**src/rtl/camera_pixel_writer.sv**
```systemverilog
// Camera capture frame-buffer writer: packs RGB565 byte pairs
// into RGB444 words and writes them in raster order.
module camera_pixel_writer #(
  parameter int H_RES  = 320,
  parameter int V_RES  = 240,
  parameter int ADDR_W = 17
) (
  input  logic              clk,
  input  logic              reset_n,
  input  logic              capture_en,
  input  logic              cam_vsync,
  input  logic              cam_href,
  input  logic              cam_pvalid,
  input  logic [7:0]        cam_data,
  output logic [ADDR_W-1:0] wraddr,
  output logic [11:0]       wrdata,
  output logic              wren,
  output logic              frame_done,
  output logic              overflow_err
);

  localparam int COL_W = $clog2(H_RES + 1);
  localparam int ROW_W = $clog2(V_RES + 1);
  localparam logic [COL_W-1:0]  COL_MAX = COL_W'(H_RES);
  localparam logic [ROW_W-1:0]  ROW_MAX = ROW_W'(V_RES);
  localparam logic [ADDR_W-1:0] LINE_STEP = ADDR_W'(H_RES);

  typedef enum logic [1:0] {
    IDLE,
    WAIT_SYNC,
    ARMED,
    CAPTURE
  } state_t;

  state_t state_q, state_d;

  logic              vsync_q;
  logic              href_q;
  logic              phase_q;
  logic [7:0]        hi_q;
  logic [COL_W-1:0]  col_q;
  logic [ROW_W-1:0]  row_q;
  logic [ADDR_W-1:0] line_base_q;

  logic              vs_rise;
  logic              vs_fall;
  logic              hr_rise;
  logic              hr_fall;
  logic              in_cap;
  logic              start;
  logic              ph_eff;
  logic [COL_W-1:0]  col_eff;
  logic              room;
  logic [11:0]       pix;

  always_comb begin
    vs_rise = cam_vsync & ~vsync_q;
    vs_fall = ~cam_vsync & vsync_q;
    hr_rise = cam_href & ~href_q;
    hr_fall = ~cam_href & href_q;
    in_cap  = (state_q == CAPTURE);
    start   = (state_q == ARMED) & vs_fall;
    // A strobe on the href rising cycle is the first byte of a new line.
    ph_eff  = hr_rise ? 1'b0 : phase_q;
    col_eff = hr_rise ? '0 : col_q;
    room    = (col_eff < COL_MAX) && (row_q < ROW_MAX);
    pix     = {hi_q[7:4], hi_q[2:0], cam_data[7], cam_data[4:1]};
  end

  always_comb begin
    state_d = state_q;
    unique case (state_q)
      IDLE:      if (capture_en) state_d = WAIT_SYNC;
      WAIT_SYNC: if (cam_vsync) state_d = ARMED;
      ARMED:     if (vs_fall) state_d = CAPTURE;
      CAPTURE: begin
        if (vs_rise) state_d = capture_en ? ARMED : IDLE;
      end
      default:   state_d = IDLE;
    endcase
  end

  always_ff @(posedge clk or negedge reset_n) begin
    if (!reset_n) begin
      state_q <= IDLE;
      vsync_q <= 1'b0;
      href_q  <= 1'b0;
    end else begin
      state_q <= state_d;
      vsync_q <= cam_vsync;
      href_q  <= cam_href;
    end
  end

  always_ff @(posedge clk or negedge reset_n) begin
    if (!reset_n) begin
      phase_q      <= 1'b0;
      hi_q         <= '0;
      col_q        <= '0;
      row_q        <= '0;
      line_base_q  <= '0;
      wraddr       <= '0;
      wrdata       <= '0;
      wren         <= 1'b0;
      frame_done   <= 1'b0;
      overflow_err <= 1'b0;
    end else begin
      wren       <= 1'b0;
      frame_done <= in_cap & vs_rise;
      if (start) begin
        phase_q     <= 1'b0;
        col_q       <= '0;
        row_q       <= '0;
        line_base_q <= '0;
      end else if (in_cap) begin
        if (hr_fall) begin
          phase_q <= 1'b0;
          if ((col_q != '0) && (row_q < ROW_MAX)) begin
            row_q       <= row_q + 1'b1;
            line_base_q <= line_base_q + LINE_STEP;
          end
        end else if (cam_href && cam_pvalid) begin
          if (!ph_eff) begin
            hi_q    <= cam_data;
            phase_q <= 1'b1;
            col_q   <= col_eff;
          end else begin
            phase_q <= 1'b0;
            if (room) begin
              wren   <= 1'b1;
              wraddr <= line_base_q + ADDR_W'(col_eff);
              wrdata <= pix;
              col_q  <= col_eff + 1'b1;
            end else begin
              overflow_err <= 1'b1;
              col_q        <= col_eff;
            end
          end
        end else if (hr_rise) begin
          phase_q <= 1'b0;
          col_q   <= '0;
        end
      end
    end
  end

endmodule

```
**config.mk**
```make
export PLATFORM = sky130hd
export DESIGN_NAME = camera_pixel_writer
export DESIGN_NICKNAME = d
export VERILOG_FILES = /design/src/rtl/camera_pixel_writer.sv
export SDC_FILE = /design/constraint.sdc
export NUM_CORES = 1
export LEC_CHECK = 0
export CORE_ASPECT_RATIO = 0.5
export CORE_MARGIN = 3
export CORE_UTILIZATION = 44
export CTS_BUF_LIST = sky130_fd_sc_hd__clkbuf_4 sky130_fd_sc_hd__clkbuf_8 sky130_fd_sc_hd__clkbuf_16
export DETAILED_ROUTE_END_ITERATION = 8
export GPL_TIMING_DRIVEN = 1
export PLACE_DENSITY = 0.66
export SLEW_MARGIN = 10
export SYNTH_ARGS = -nofsm -noshare
export SYNTH_HDL_FRONTEND = slang
export SYNTH_SLANG_ARGS = --single-unit
export TNS_END_PERCENT = 1
```
**constraint.sdc**
```tcl
create_clock -name clk -period 3.31 [get_ports clk]
set_input_delay 0.662 -clock clk [delete_from_list [all_inputs] [get_ports clk]]
set_output_delay 0.662 -clock clk [all_outputs]
set_load 0.02 [all_outputs]
```
==> impl_metrics.env, run 1 <==
export IMPL_die_width_um=132
export IMPL_vias=2731
export IMPL_place_ws_ps=287
export IMPL_dr_pass1_iters=4
export IMPL_grt_util_all_layers_pct=17.6
export IMPL_coreArea_mm2=0.00749
export IMPL_layout_common_cells="nand2_1 (72), dfrtp_1 (72), clkdlybuf4s50_1 (44), nor2_1 (26), o21ai_0 (24)"
export IMPL_cts_setup_buffers=0
export IMPL_worstSetupPathType="primary input to register"
export IMPL_synth_edf_count=0
export IMPL_fin_crit_ps=2700
export IMPL_drive_gt1_share_pct=9.59
export IMPL_synth_ff_type="dfrtp_1"
export IMPL_end_kind="register"
export IMPL_antenna_cells=0
export IMPL_dp_hpwl_um=5250
export IMPL_gr_total_overflow=0
export IMPL_port_buffers=45
export IMPL_cap_violations=0
export IMPL_yosysUniqueCellTypes=47
export IMPL_wl_per_cell_um=13.9
export IMPL_synth_area_top_cells="dfrtp_1 (52%), nand2_1 (7.8%), xor2_1 (4.3%)"
export IMPL_rsz0062_at_grt="false"
export IMPL_fin_crit_sh_pct=81.6
export IMPL_antenna_found_initial=0
export IMPL_clock_sinks=72
export IMPL_startpoint_type="primary input"
export IMPL_drt_met1_wl_um=3760
export IMPL_initial_core_util_pct=46.5
export IMPL_io_pins=46
export IMPL_worst_slew_pin_slew_ps=856
export IMPL_wl_met3_um=387
export IMPL_cts_buffers=9
export IMPL_hold_buffers=0
export IMPL_synth_top_area_share_pct=51.8
export IMPL_wl_met2_um=3120
export IMPL_setup_tns_ps=0
export IMPL_synth_nets=384
export IMPL_ctsResizeCount=0
export IMPL_synthToLayoutAreaGrowth_pct=24.8
export IMPL_avgSynthCellArea_um2=9.59
export IMPL_h_tree_depth=3
export IMPL_root_buffer="clkbuf_16"
export IMPL_cts_tree="yes"
export IMPL_gp_congestion=0.876
export IMPL_p_switching_mw=0.924
export IMPL_skew_ps=7.46
export IMPL_fin_ws_ps=609
export IMPL_row_count=22
export IMPL_cts_buffer_depth=2
export IMPL_holdCritPathClass="primary input to async pin"
export IMPL_die_area_mm2=0.00908
export IMPL_finalMaxSlewViolations=0
export IMPL_grt_pass1_vias=2517
export IMPL_hold_viol=0
export IMPL_wirelength_um=7310
export IMPL_fmax_ghz=0.370
export IMPL_die_y_um=68.9
export IMPL_irDropWorstVdd_v=0.000303
export IMPL_p_seq_share_pct=40.5
export IMPL_yosys_area_top_type="dfrtp_1"
export IMPL_ant_nets=0
export IMPL_slew_headroom_pct=43.0
export IMPL_nets=433
export IMPL_arrival_ps=2950
export IMPL_route_detailed_drc=0
export IMPL_p_leak_nw=1.93
export IMPL_syn_area_mm2=0.00348
export IMPL_ys_seq_elements=72
export IMPL_synthCells=363
export IMPL_top_layer_used="met4"
export IMPL_status="finished clean"
export IMPL_finalSetupViolations=0
export IMPL_internal_power_mw=2.05
export IMPL_power_frac_clock_pct=31.9
export IMPL_yosys_warnings=0
export IMPL_p_comb_share_pct=27.5
export IMPL_drt_initial_drc_count=206
export IMPL_grt_max_degree=41
export IMPL_clk_insertion_delay_late_ps=330
export IMPL_path_max_fanout=8
export IMPL_critPathRequiredTime_ps=3560
export IMPL_grt_pass1_wl_um=12500
export IMPL_viasPerCell=5.20
export IMPL_swShare_pct=31.1
export IMPL_clkTransAtPathRegs_ps=60
export IMPL_synthArstFlopShare_pct=100
export IMPL_cellPowerDensity_mw_per_mm2=684
export IMPL_seq_area_frac_synth_pct=51.8
worst max-delay path, cell delays in order:
cell             delay [ps]
clkdlybuf4s50_1         580
nor2b_1                 210
nor2_1                   60
ha_1                    310
a21o_1                  210
a21o_1                  240
a41oi_2                 320
o21ai_0                 160
a31oi_1                 180
final cells by class:
class / count / area (µm²)
clock buffers: 11 / 240
clock inverters: 5 / 57.6
fillers: 653 / 3140
inverters: 5 / 18.8
multi-input cells: 271 / 1590
flip-flops and latches: 72 / 1800
well taps: 108 / 135
repair buffers: 53 / 505
synth_stat cells, drive strengths merged (3+ instances only):
library cell  instances
mux2                  7
nor3                  5
and3                  6
inv                   5
buf                   9
nand4                 7
a31oi                10
clkbuf                6
nor2                 26
nor3b                 3
xnor2                 4
nand3                14
nand2                74
xor2                 17
o21ai                33
and2                  7
o31ai                 5
or3                   6
a21oi                12
or4                   3
ha                    7
dfrtp                72
path summary, 6_finish.rpt:
path,from,slack (ps),endpoint,cells past startpoint
worst max-delay path,cam_href,610,wraddr[12],9
worst min-delay path,reset_n,440,wrdata[0],1
worst max register to register,href_q,1150,wraddr[12],8
worst min register to register,hi_q[1],460,wrdata[6],2
max in group asynchronous,reset_n,2080,line_base_q[9],2
min in group clk,hi_q[1],460,wrdata[6],2
state kept, by name, summed over array words and instances, names as in the netlist:
| register | flops |
|---|---|
| wrdata | 12 |
| overflow_err | 1 |
| frame_done | 1 |
| col_q | 9 |
| hi_q | 7 |
| line_base_q | 11 |
| state_q | 2 |
| wren | 1 |
| wraddr | 17 |
| phase_q | 1 |
| vsync_q | 1 |
| row_q | 8 |
| href_q | 1 |
logic make-up after synthesis:
kind of cell | count (synthesis) | share of synthesized area, %
AOI/OAI and AO/OA | 74 | 12.8
adders and majority gates | 7 | 2.52
buffers and inverters | 20 | 2.66
muxes | 7 | 2.27
and+or+nand+nor | 161 | 22.6
xor gates and xnor gates | 21 | 5.29
DFF | 72 | 51.8
other | 1 | 0.108
metal layers:
layer,vias to the layer above,global-route usage (%)
met5,-,0
met4,0,4.32
met1,1281,24.5
met3,6,5.58
met2,77,27.0
li1,1367,-
through the flow:
| step | utilization [%] | total power [mW] | instance area (µm²) | cells | hold slack (ps) |
|---|---|---|---|---|---|
| floorplan | - | 1.67 | 3480 | 363 | 366 |
| global placement | 54.0 | 2.02 | 4050 | 509 | 444 |
| detailed placement | 54.0 | 2.05 | 4050 | 509 | 451 |
| CTS | 58.0 | 3.01 | 4340 | 525 | 466 |
| global route | 58.0 | 3.15 | 4340 | 525 | 483 |
| finish | 58.0 | 2.97 | 4340 | 525 | 442 |
power groups by stage:
stage               Sequential (mW)  Clock [mW]  Combinational, mW
CTS                            1.21       0.973              0.826
floorplan                      1.33           0              0.345
finish                         1.20       0.949              0.819
global placement               1.21           0              0.810
detailed placement             1.22           0              0.822
global route                   1.23        1.02              0.899
(Power assumes the default switching activity.)
==> run 2: changes to the inputs <==
--- a/config.mk
+++ b/config.mk
@@ -11,7 +11,7 @@
 export CTS_BUF_LIST = sky130_fd_sc_hd__clkbuf_4 sky130_fd_sc_hd__clkbuf_8 sky130_fd_sc_hd__clkbuf_16
 export DETAILED_ROUTE_END_ITERATION = 8
 export GPL_TIMING_DRIVEN = 1
-export PLACE_DENSITY = 0.66
+export PLACE_DENSITY = 0.69
 export SLEW_MARGIN = 10
 export SYNTH_ARGS = -nofsm -noshare
 export SYNTH_HDL_FRONTEND = slang
==> constraint.sdc (replaced) <==
create_clock -name clk -period 2.33 [get_ports clk]
set_input_delay 0.466 -clock clk [delete_from_list [all_inputs] [get_ports clk]]
set_output_delay 0.466 -clock clk [all_outputs]
set_load 0.02 [all_outputs]
==> run 2 against run 1 <==
Net effect:
- sequential share of layout area fell by 2.4 points
- final cell count rose by 4.6%
- combinational power rose by 51%
- clock power rose by 70%
- die area did not move
- power rose by 53%
- largest cell class unchanged
==> impl_metrics.env, run 2 (same netlist as run 1, synthesis figures left out) <==
export IMPL_cts_setup_buffers=0
export IMPL_worst_slew_pin_slew_ps=745
export IMPL_grt_pass1_wl_um=13100
export IMPL_slew_headroom_pct=50.3
export IMPL_cp_cell_sequence="clkdlybuf4s50_1 > nor2b_2 > nor2_1 > ha_1 > a21o_1 > a21o_1 > a41oi_4 > o21ai_0 > a31oi_1"
export IMPL_row_count=22
export IMPL_largest_reg_flops=17
export IMPL_fmax_ghz=0.445
export IMPL_initial_core_util_pct=46.5
export IMPL_cap_violations=0
export IMPL_critPathTopFamily="compound AO/OA/AOI/OAI gates"
export IMPL_reg_largest_list="wraddr: 17 flops, wrdata: 12 flops, line_base_q: 11 flops"
export IMPL_fin_ws_ps=83.1
export IMPL_root_buffer="clkbuf_16"
export IMPL_drive_gt1_share_pct=14.7
export IMPL_place_ws_ps=-296
export IMPL_clock_sinks=72
export IMPL_end_kind="register"
export IMPL_route_detailed_drc=0
export IMPL_arrival_ps=2500
export IMPL_top_register="wraddr"
export IMPL_hold_viol=0
export IMPL_p_leak_nw=2.09
export IMPL_dp_cells=533
export IMPL_ctsResizeCount=0
export IMPL_die_width_um=132
export IMPL_worstSetupPathType="primary input to register"
export IMPL_fin_crit_ps=2250
export IMPL_drt_initial_drc_count=185
export IMPL_antenna_cells=0
export IMPL_layout_common_cells="nand2_1 (72), dfrtp_1 (72), clkdlybuf4s50_1 (44), buf_4 (30), nor2_1 (26)"
export IMPL_path_max_fanout=8
export IMPL_critPathBufInv=1
export IMPL_grt_max_degree=33
export IMPL_cp_common_cell="a21o_1"
export IMPL_die_y_um=68.9
export IMPL_cts_buffers=9
export IMPL_setup_tns_ps=0
export IMPL_dp_hpwl_um=5690
export IMPL_grt_pass1_vias=2727
export IMPL_dr_pass1_iters=4
export IMPL_port_buffers=45
export IMPL_io_pins=46
export IMPL_gp_congestion=0.837
export IMPL_clk_insertion_delay_late_ps=340
export IMPL_vias=2902
export IMPL_cts_tree="yes"
export IMPL_viasPerCell=5.29
export IMPL_h_tree_depth=3
export IMPL_wirelength_um=7810
export IMPL_cellPowerDensity_mw_per_mm2=986
export IMPL_wl_per_cell_um=14.2
export IMPL_place_area_mm2=0.00425
export IMPL_slowest_delay_ps=520
export IMPL_fin_crit_sh_pct=96.4
export IMPL_grt_util_all_layers_pct=18.7
export IMPL_design_area_mm2=0.00462
export IMPL_hold_buffers=0
export IMPL_status="finished clean"
export IMPL_worst_path_max_delay_cell="clkdlybuf4s50_1"
export IMPL_startpoint_type="primary input"
export IMPL_antenna_found_initial=0
export IMPL_synthToLayoutAreaGrowth_pct=32.7
export IMPL_die_area_mm2=0.00908
export IMPL_nets=457
export IMPL_gr_total_overflow=0
export IMPL_stdcell_count=549
export IMPL_holdCritPathClass="primary input to async pin"
export IMPL_clkTransAtPathRegs_ps=60
export IMPL_coreArea_mm2=0.00749
export IMPL_skew_ps=5.34
export IMPL_ant_nets=0
export IMPL_finalSetupViolations=0
export IMPL_rsz0062_at_grt="true"
export IMPL_critPathRequiredTime_ps=2590
export IMPL_finalMaxSlewViolations=0
export IMPL_irDropWorstVdd_v=0.000423
export IMPL_cts_buffer_depth=2
[run 2: cell types whose count changed in the layout (fill, tap and decap cells not counted), sizes merged]
cell | before | now
clkinvlp | 3 | 0
bufinv | 1 | 3
buf | 9 | 33
clkinv | 1 | 2
[run 2: final timing paths]
| path | start | end | slack (ps) | cells after the start |
|---|---|---|---|---|
| worst max register to register | href_q | wraddr[10] | 330 | 8 |
| worst min register to register | hi_q[4] | wrdata[8] | 470 | 2 |
| min in group clk | hi_q[4] | wrdata[8] | 470 | 2 |
| worst min-delay path | reset_n | wrdata[0] | 190 | 1 |
| worst max-delay path | cam_href | wraddr[10] | 80 | 9 |
| max in group asynchronous | reset_n | line_base_q[7] | 1560 | 2 |
[run 2: final cells by class]
| class | count | area (µm²) |
|---|---|---|
| flip-flops and latches | 72 | 1800 |
| repair buffers | 77 | 711 |
| clock buffers | 11 | 246 |
| well taps | 108 | 135 |
| inverters | 5 | 18.8 |
| fillers | 618 | 2870 |
| multi-input cells | 271 | 1600 |
| clock inverters | 5 | 104 |
[run 2: layer usage]
metal | part of all wire, % | up-vias | track usage, %
met5 | 0 | - | 0
met4 | 1.9 | 0 | 8.77
met3 | 5.6 | 15 | 6.01
met2 | 45 | 79 | 28.9
met1 | 48 | 1392 | 24.3
li1 | - | 1416 | -
[run 2: per-stage QoR]
step	total power, mW	hold slack (ps)	util (%)
floorplan	2.37	170	-
global placement	2.92	442	56.8
detailed placement	2.97	452	56.8
CTS	4.60	207	61.5
global route	4.80	244	61.6
finish	4.55	194	61.6
[run 2: where the power goes]
part	switching (mW)	leakage, nW	internal (mW)
combinational	0.650	0.959	0.586
sequential	0.189	0.962	1.52
clock	0.519	0.173	1.09
==> run 3: changes to the inputs <==
--- a/config.mk
+++ b/config.mk
@@ -10,6 +10,7 @@
 export CORE_UTILIZATION = 44
 export CTS_BUF_LIST = sky130_fd_sc_hd__clkbuf_4 sky130_fd_sc_hd__clkbuf_8 sky130_fd_sc_hd__clkbuf_16
 export DETAILED_ROUTE_END_ITERATION = 8
+export GPL_ROUTABILITY_DRIVEN = 0
 export GPL_TIMING_DRIVEN = 1
 export PLACE_DENSITY = 0.69
 export SLEW_MARGIN = 10
==> results of run 3 <==
Final layout, timing and power as in run 2 (identical DEF).
